**config.mk**
```make
export PLATFORM = sky130hd
export DESIGN_NAME = microseq_next_addr
export DESIGN_NICKNAME = d
export VERILOG_FILES = /design/src/rtl/microseq_next_addr.sv
export SDC_FILE = /design/constraint.sdc
export NUM_CORES = 1
export LEC_CHECK = 0
export BUFFER_PORTS_ARGS = -buffer_cell sky130_fd_sc_hd__buf_2
export CORE_UTILIZATION = 55
export CTS_CLUSTER_SIZE = 28
export DETAILED_ROUTE_END_ITERATION = 12
export PLACE_DENSITY = 0.8
export SETUP_SLACK_MARGIN = 0.02
export SKIP_LAST_GASP = 1
export SYNTH_ARGS = -nofsm -noshare
export SYNTH_HDL_FRONTEND = slang
export SYNTH_SLANG_ARGS = --single-unit
```
**constraint.sdc**
```tcl
create_clock -name clk -period 3.2 [get_ports clk]
set_input_delay 0.16 -clock clk [delete_from_list [all_inputs] [get_ports clk]]
set_output_delay 0.16 -clock clk [all_outputs]
set_load 0.1 [all_outputs]
```
**src/rtl/microseq_next_addr.sv**
```systemverilog
// Purpose: registered micro-PC sequencer with dispatch, exception override and call/return stack.
// Latency: one cycle; current_address shows the selection made on the previous rising edge.
// Backpressure: stall holds uPC, stack pointer, stack and stack_err; overflow still redirects.
//
// Ports:
//   clk, reset         - rising-edge clock, synchronous active-high reset
//   stall              - hold sequencer state (memory wait)
//   next_addr_select   - next-address source code
//   dispatch_addr      - flattened dispatch ROM outputs, table k at [k*ADDR_W-1 -: ADDR_W]
//   writeback_addr     - write-back state address
//   call               - push uPC+1 onto the return stack
//   overflow           - ALU overflow, forces EXC_VECTOR
//   current_address    - registered uPC (control store address)
//   saved_address      - uPC captured when the last exception was taken
//   exc_taken          - one-cycle pulse following an exception redirect
//   stack_err          - sticky stack overflow/underflow flag
module microseq_next_addr #(
  parameter int ADDR_W      = 5,
  parameter int N_DISPATCH  = 3,
  parameter int EXC_VECTOR  = 30,
  parameter int STACK_DEPTH = 4
) (
  input  logic                         clk,
  input  logic                         reset,
  input  logic                         stall,
  input  logic [2:0]                   next_addr_select,
  input  logic [N_DISPATCH*ADDR_W-1:0] dispatch_addr,
  input  logic [ADDR_W-1:0]            writeback_addr,
  input  logic                         call,
  input  logic                         overflow,
  output logic [ADDR_W-1:0]            current_address,
  output logic [ADDR_W-1:0]            saved_address,
  output logic                         exc_taken,
  output logic                         stack_err
);

  // sp ranges 0..STACK_DEPTH inclusive, so it needs one more code than the slot index.
  localparam int SP_W  = $clog2(STACK_DEPTH + 1);
  localparam int IDX_W = (STACK_DEPTH > 1) ? $clog2(STACK_DEPTH) : 1;

  localparam logic [2:0] SEL_FETCH = 3'b000;
  localparam logic [2:0] SEL_D1    = 3'b001;
  localparam logic [2:0] SEL_D2    = 3'b010;
  localparam logic [2:0] SEL_D3    = 3'b011;
  localparam logic [2:0] SEL_INC   = 3'b100;
  localparam logic [2:0] SEL_WB    = 3'b101;
  localparam logic [2:0] SEL_VEC   = 3'b110;
  localparam logic [2:0] SEL_RET   = 3'b111;

  localparam logic [ADDR_W-1:0] EXC_ADDR = ADDR_W'(EXC_VECTOR);
  localparam logic [SP_W-1:0]   SP_FULL  = SP_W'(STACK_DEPTH);

  logic [ADDR_W-1:0] stack_mem [STACK_DEPTH];
  logic [ADDR_W-1:0] disp_tbl [1:3];
  logic [SP_W-1:0]   sp;
  logic [SP_W-1:0]   sp_next;
  logic [IDX_W-1:0]  top_idx;
  logic [IDX_W-1:0]  wr_idx;
  logic [ADDR_W-1:0] upc_inc;
  logic [ADDR_W-1:0] top_addr;
  logic [ADDR_W-1:0] next_addr;
  logic              sp_empty;
  logic              sp_full;
  logic              is_ret;
  logic              wr_en;
  logic              err_set;
  logic              advance;

  // Tables beyond N_DISPATCH read as address 0.
  for (genvar k = 1; k <= 3; k++) begin : g_disp
    if (k <= N_DISPATCH) begin : g_used
      assign disp_tbl[k] = dispatch_addr[k*ADDR_W-1 -: ADDR_W];
    end else begin : g_unused
      assign disp_tbl[k] = '0;
    end
  end

  assign upc_inc  = current_address + ADDR_W'(1);
  assign sp_empty = (sp == '0);
  assign sp_full  = (sp == SP_FULL);
  assign is_ret   = (next_addr_select == SEL_RET);
  assign top_idx  = IDX_W'(sp - SP_W'(1));
  assign top_addr = sp_empty ? '0 : stack_mem[top_idx];
  assign advance  = !overflow && !stall;

  always_comb begin
    next_addr = '0;
    case (next_addr_select)
      SEL_FETCH: next_addr = '0;
      SEL_D1:    next_addr = disp_tbl[1];
      SEL_D2:    next_addr = disp_tbl[2];
      SEL_D3:    next_addr = disp_tbl[3];
      SEL_INC:   next_addr = upc_inc;
      SEL_WB:    next_addr = writeback_addr;
      SEL_VEC:   next_addr = EXC_ADDR;
      SEL_RET:   next_addr = top_addr;
      default:   next_addr = '0;
    endcase
  end

  // Stack update for an advancing cycle. A simultaneous call and return
  // rewrites the top slot in place; on an empty stack the return still
  // underflows but the pushed entry lands in slot 0.
  always_comb begin
    wr_en   = 1'b0;
    wr_idx  = IDX_W'(sp);
    sp_next = sp;
    err_set = 1'b0;
    if (is_ret && call) begin
      wr_en = 1'b1;
      if (sp_empty) begin
        wr_idx  = '0;
        sp_next = SP_W'(1);
        err_set = 1'b1;
      end else begin
        wr_idx = top_idx;
      end
    end else if (is_ret) begin
      if (sp_empty) begin
        err_set = 1'b1;
      end else begin
        sp_next = sp - SP_W'(1);
      end
    end else if (call) begin
      if (sp_full) begin
        err_set = 1'b1;
      end else begin
        wr_en   = 1'b1;
        sp_next = sp + SP_W'(1);
      end
    end
  end

  always_ff @(posedge clk) begin
    if (reset) begin
      current_address <= '0;
      saved_address   <= '0;
      exc_taken       <= 1'b0;
      stack_err       <= 1'b0;
      sp              <= '0;
    end else if (overflow) begin
      current_address <= EXC_ADDR;
      saved_address   <= current_address;
      exc_taken       <= 1'b1;
      sp              <= '0;
    end else begin
      exc_taken <= 1'b0;
      if (!stall) begin
        current_address <= next_addr;
        sp              <= sp_next;
        if (err_set) begin
          stack_err <= 1'b1;
        end
      end
    end
  end

  // Stack contents need no reset; sp alone defines which slots are live.
  always_ff @(posedge clk) begin
    if (!reset && advance && wr_en) begin
      stack_mem[wr_idx] <= upc_inc;
    end
  end

endmodule
```
* After elaboration in Yosys (flattened, before gate mapping)
Memory sizes are Yosys's and may differ from the RTL's. Index checks and enable logic that the tools add are counted.
Cells by class: shift-type cells 0, eq/ne operators 12, $add $sub $neg 3, mux-type cells 24, order comparisons 0, divide/modulo/power cells 0, bitwise logic cells 2, reduce and logical (&&, ||, !) cells 13, multiply operators 0
Operators by type and width (count):
- $pmux W5 S8 | 1
- $mux W3 | 6
- $eq A3 B3 Y1 const B | 5
- $mux W5 | 3
- $mux W1 | 12
- $eq A3 B2 Y1 const B | 2
- $logic_not A3 Y1 | 2
- $add A5 B1 Y5 const B | 1
- $reduce_and A5 Y1 | 1
- $logic_and A1 B1 Y1 | 4
- $mux W2 | 2
- $add A3 B1 Y3 const B | 1
- $eq A3 B1 Y1 const B | 1
- $logic_not A1 Y1 | 3
- $ne A3 B1 Y1 const B | 1
- $ne A3 B2 Y1 const B | 1
- $reduce_and A3 Y1 | 1
- $reduce_bool A3 Y1 | 1
- $sub A3 B1 Y3 const B | 1
- $ne A2 B1 Y1 const B | 1
- $ne A2 B2 Y1 const B | 1
- $not A1 Y1 | 2
- $reduce_or A2 Y1 | 1
Word-level totals: output and inout port bits 12, latch bits 0, memories 1, bits of input ports 28, word-level logic and storage cells 61, bits in read-only memories 0, register bits after elaboration 15, memory bits (writable) 20
Memories:
- stack_mem | depth 4, width 5, read ports 1, clocked after Yosys merged registers in 0, wr ports 1, line 53 | logic [ADDR_W-1:0] stack_mem [STACK_DEPTH];

* Logic depth before layout (Yosys ltp)
depth in word-level cells 8, depth in mapped cells 8, mapped depth without buffers 6

* Worst setup path before layout
OpenSTA, ideal clock, no wires.
path type reg-to-reg, start point register sp[0], end point memory stack_mem[3][0], enable pin, arrival time 1844 ps, library setup time 340 ps, period minus slack after synthesis 2184 ps, cell stages (with the launch flop) 9, path slack 1016 ps, data required time 2860 ps, path buffers 2, cells stage by stage dfxtp_1 buf_2 inv_1 ha_1 clkbuf_1 nor2b_1 nor3_1 o211ai_1 nor2_1
Between the ends: longest elaborated chain between the ends 8, elaborated cells on any way between the ends 12, classes of those cells add/sub: 1; eq/ne: 1; mux: 8; reduce/logical: 2
RTL lines:
- start, declared | line 55 | logic [SP_W-1:0] sp;
- start signal, assigned | line 150 | sp <= sp_next;
- $eq A3 B3 Y1 | line 80 | assign sp_full = (sp == SP_FULL);
- $mux W1 | line 125 | if (sp_full) begin
- $mux W1 | line 124 | end else if (call) begin
- $mux W1 | line 118 | end else if (is_ret) begin
- $mux W1 | line 109 | if (is_ret && call) begin
- $logic_and A1 B1 Y1 | line 160 | if (!reset && advance && wr_en) begin
- $mux W1 | line 160
- $mux W1 (not written as such) | line 161 | stack_mem[wr_idx] <= upc_inc;
- end, declared | line 53
Several ways; a longest one is shown, not always the timed one.

* Worst setup path after layout
start point register sp[0], end point memory stack_mem[3][4], enable pin
The elaborated chain is that of the path after synthesis.

==> results.sh <==
export IMPL_io_pins=40
export IMPL_synth_compound_area_share_pct=17.1
export IMPL_die_h_um=61.1
export IMPL_p_comb_share_pct=19.6
export IMPL_synth_distinct_cells=46
export IMPL_cts_tree="built"
export IMPL_p_seq_share_pct=48.9
export IMPL_setup_violations=0
export IMPL_clock_sinks=35
export IMPL_syn_area_um2=1920
export IMPL_synthAdderAreaFrac_pct=2.61
export IMPL_root_buffer="clkbuf_4"
export IMPL_final_cells=260
export IMPL_drt_iter0_drc=171
export IMPL_core_um2=3340
export IMPL_yosys_warnings=0
export IMPL_max_freq_mhz=391
export IMPL_clk_path_buf_depth=2
export IMPL_cellLeakagePower_nw=0.839
export IMPL_maxCapViolCount=0
export IMPL_place_inst=252
export IMPL_period_needed_ns=2.56
export IMPL_route_final_wire_length_mm=4.31
export IMPL_drcViolationCount=0
export IMPL_finalHoldViolations=0
export IMPL_async_flop_share_pct=0
export IMPL_postCtsHoldBufs=0
export IMPL_hpwlAfterDp_mm=3.20
export IMPL_synth_nets=213
export IMPL_fin_ws_ns=0.640
export IMPL_slew_violations=0
export IMPL_startpoint_type="register"
export IMPL_path_cells="inv_1 > ha_1 > nor2b_1 > nor3_1 > o211ai_1 > nor2_1"
export IMPL_dp_slack_ns=0.683
export IMPL_ant_nets=0
export IMPL_synth_edf_count=20
export IMPL_synth_xor_xnor_area_share_pct=1.37
export IMPL_start_util_pct=57.5
export IMPL_die_w_um=61.1
export IMPL_irDropWorstVdd_v=0.000312
export IMPL_design_area_um2=2200
export IMPL_ys_ff_latch=35
export IMPL_clock_latency_ns=0.34
export IMPL_multi_input_area_um2=945
export IMPL_cp_slowest_cell="dfxtp_1"
export IMPL_final_core_util_pct=65.8
export IMPL_grt_max_degree=20
export IMPL_grt_remaining_overflow=0
export IMPL_skew_ns=0.0156
export IMPL_rsz0062_at_grt="false"
export IMPL_slew_headroom_pct=60.3
export IMPL_postPlaceCellArea_um2=2110
export IMPL_cts_buffers_inserted=5
export IMPL_swShare_pct=30.3
export IMPL_register_area_um2=901
export IMPL_power_switching_mw=0.312
export IMPL_clock_power_share_pct=31.5
export IMPL_rows=21
export IMPL_power_density_nw_per_um2=469
export IMPL_required_ns=3.19
export IMPL_antenna_found_initial=0
export IMPL_nFillCells=285
export IMPL_tightest_slew_ns=0.595
export IMPL_worst_setup_path_end_kind="register"
export IMPL_whs_ns=0.149
export IMPL_dieArea_um2=3730
export IMPL_outcome="finished, final reports clean"
export IMPL_crit_family="simple AND/OR/NAND/NOR gates"
export IMPL_vias_per_cell=6.09
export IMPL_synthCells=181
export IMPL_path_clk_slew_ns=0.12
export IMPL_n_antenna_cell=0
export IMPL_synth_top_family_by_area="compound AO/OA/AOI/OAI gates"
export IMPL_grt_pass1_wl_mm=6.85
export IMPL_cts_resized=0
export IMPL_grtUsageTotal_pct=26.2
export IMPL_min_path_type="in2reg"
export IMPL_synthMuxAreaShare_pct=12.6
export IMPL_path_class="reg2reg"
export IMPL_drive_gt1_share_pct=27.1
export IMPL_nets=245
export IMPL_cpPeakStageDelay_ns=0.72
export IMPL_dr_pass1_iters=4
export IMPL_ys_flop_type="edfxtp_1"
export IMPL_post_drt_wl_per_cell_um=16.6
export IMPL_crit_fanout=14
export IMPL_p_int_mw=0.718
export IMPL_grt_pass1_vias=1459
export IMPL_postCtsSetupBuffers=0
export IMPL_yosysSeqAreaShare_pct=46.9
export IMPL_portBuffers=39
export IMPL_avgSynthCellArea_um2=10.6
export IMPL_gp_congestion=0.845
export IMPL_area_growth_pct=14.5
export IMPL_fin_tns_setup_ns=0
export IMPL_cts_max_level=2
export IMPL_min_period_over_period_pct=80.0
export IMPL_cp_num_buf_inv=1
export IMPL_yosys_area_share_simple_pct=15.5
export IMPL_via_count=1584
export IMPL_critPathArrivalTime_ns=2.55
export IMPL_p_total_mw=1.03
==> layout make-up <==
type / count / area share [%]
Clock inverter: 3 / 2.11
Multi-Input combinational cell: 128 / 43.0
Tap cell: 46 / 2.62
Sequential cell: 35 / 41.0
Clock buffer: 5 / 1.71
Inverter: 4 / 0.683
Timing Repair Buffer: 39 / 8.88
==> routing by layer <==
layer	track usage, %	vias up	part of all wire (%)
li1	-	754	-
met1	36.2	750	42
met2	40.1	70	50
met3	6.30	10	6.0
met4	10.7	0	1.8
met5	0	-	0
==> worst paths after layout <==
path	start	endpoint	slack, ns	cells past startpoint
worst max-delay path	sp[0]	stack_mem[3][4]	0.64	6
worst min-delay path	reset	saved_address[4]	0.15	2
worst max register to register	sp[0]	stack_mem[3][4]	0.64	6
worst min register to register	stack_err	stack_err	0.49	2
==> cell usage in the layout (no fill, tap or decap), drive strengths merged, types with 2 or more instances in the layout <==
cell type  netlist  routed
a21oi           12      12
a221oi           6       6
a22o             2       2
a31oi            2       2
and3             3       3
buf              6      39
clkbuf           8       5
dfxtp           15      15
edfxtp          20      20
ha               4       4
inv              3       4
mux2i           13      13
mux4             5       5
nand2           10      10
nand2b           3       3
nand3            9       9
nand3b           2       2
nor2            15      15
nor2b            6       6
nor3             5       5
o211ai           4       4
o21ai            4       4
o31ai            2       2
or2              2       2
xnor2            2       2
==> Yosys cell counts, drive strengths merged, types with 3 or more instances <==
| library cell | instances | area share (%) |
|---|---|---|
| a21oi | 12 | 3.1 |
| a221oi | 6 | 2.7 |
| and3 | 3 | 0.98 |
| buf | 6 | 1.5 |
| clkbuf | 8 | 1.6 |
| dfxtp | 15 | 16 |
| edfxtp | 20 | 31 |
| ha | 4 | 2.6 |
| inv | 3 | 0.59 |
| mux2i | 13 | 6.8 |
| mux4 | 5 | 5.9 |
| nand2 | 10 | 2.0 |
| nand2b | 3 | 0.98 |
| nand3 | 9 | 2.6 |
| nor2 | 15 | 2.9 |
| nor2b | 6 | 2.0 |
| nor3 | 5 | 1.3 |
| o211ai | 4 | 1.6 |
| o21ai | 4 | 1.0 |
==> power by group through the flow <==
stage / clock [mW] / sequential [mW] / combinational (mW)
2_1_floorplan: 0 / 0.573 / 0.0925
3_3_place_gp: 0 / 0.513 / 0.197
3_5_place_dp: 0 / 0.514 / 0.200
4_1_cts: 0.328 / 0.503 / 0.201
5_1_grt: 0.343 / 0.506 / 0.217
6_report: 0.324 / 0.504 / 0.202
==> flip-flops by register name (all words and copies together) (netlist names) <==
signal / count
stack_mem: 20
current_address: 5
saved_address: 5
sp: 3
exc_taken: 1
stack_err: 1
==> cells by family (layout without fill, tap and decap cells) <==
logic type,count (synthesis),after routing
and+or+nand+nor,58,58
AOI/OAI and AO/OA,45,45
DFF,35,35
muxes,18,18
buffers and inverters,18,51
adders and majority gates,4,4
xor gates and xnor gates,3,3
No activity file was read; power rests on OpenSTA's default activity.
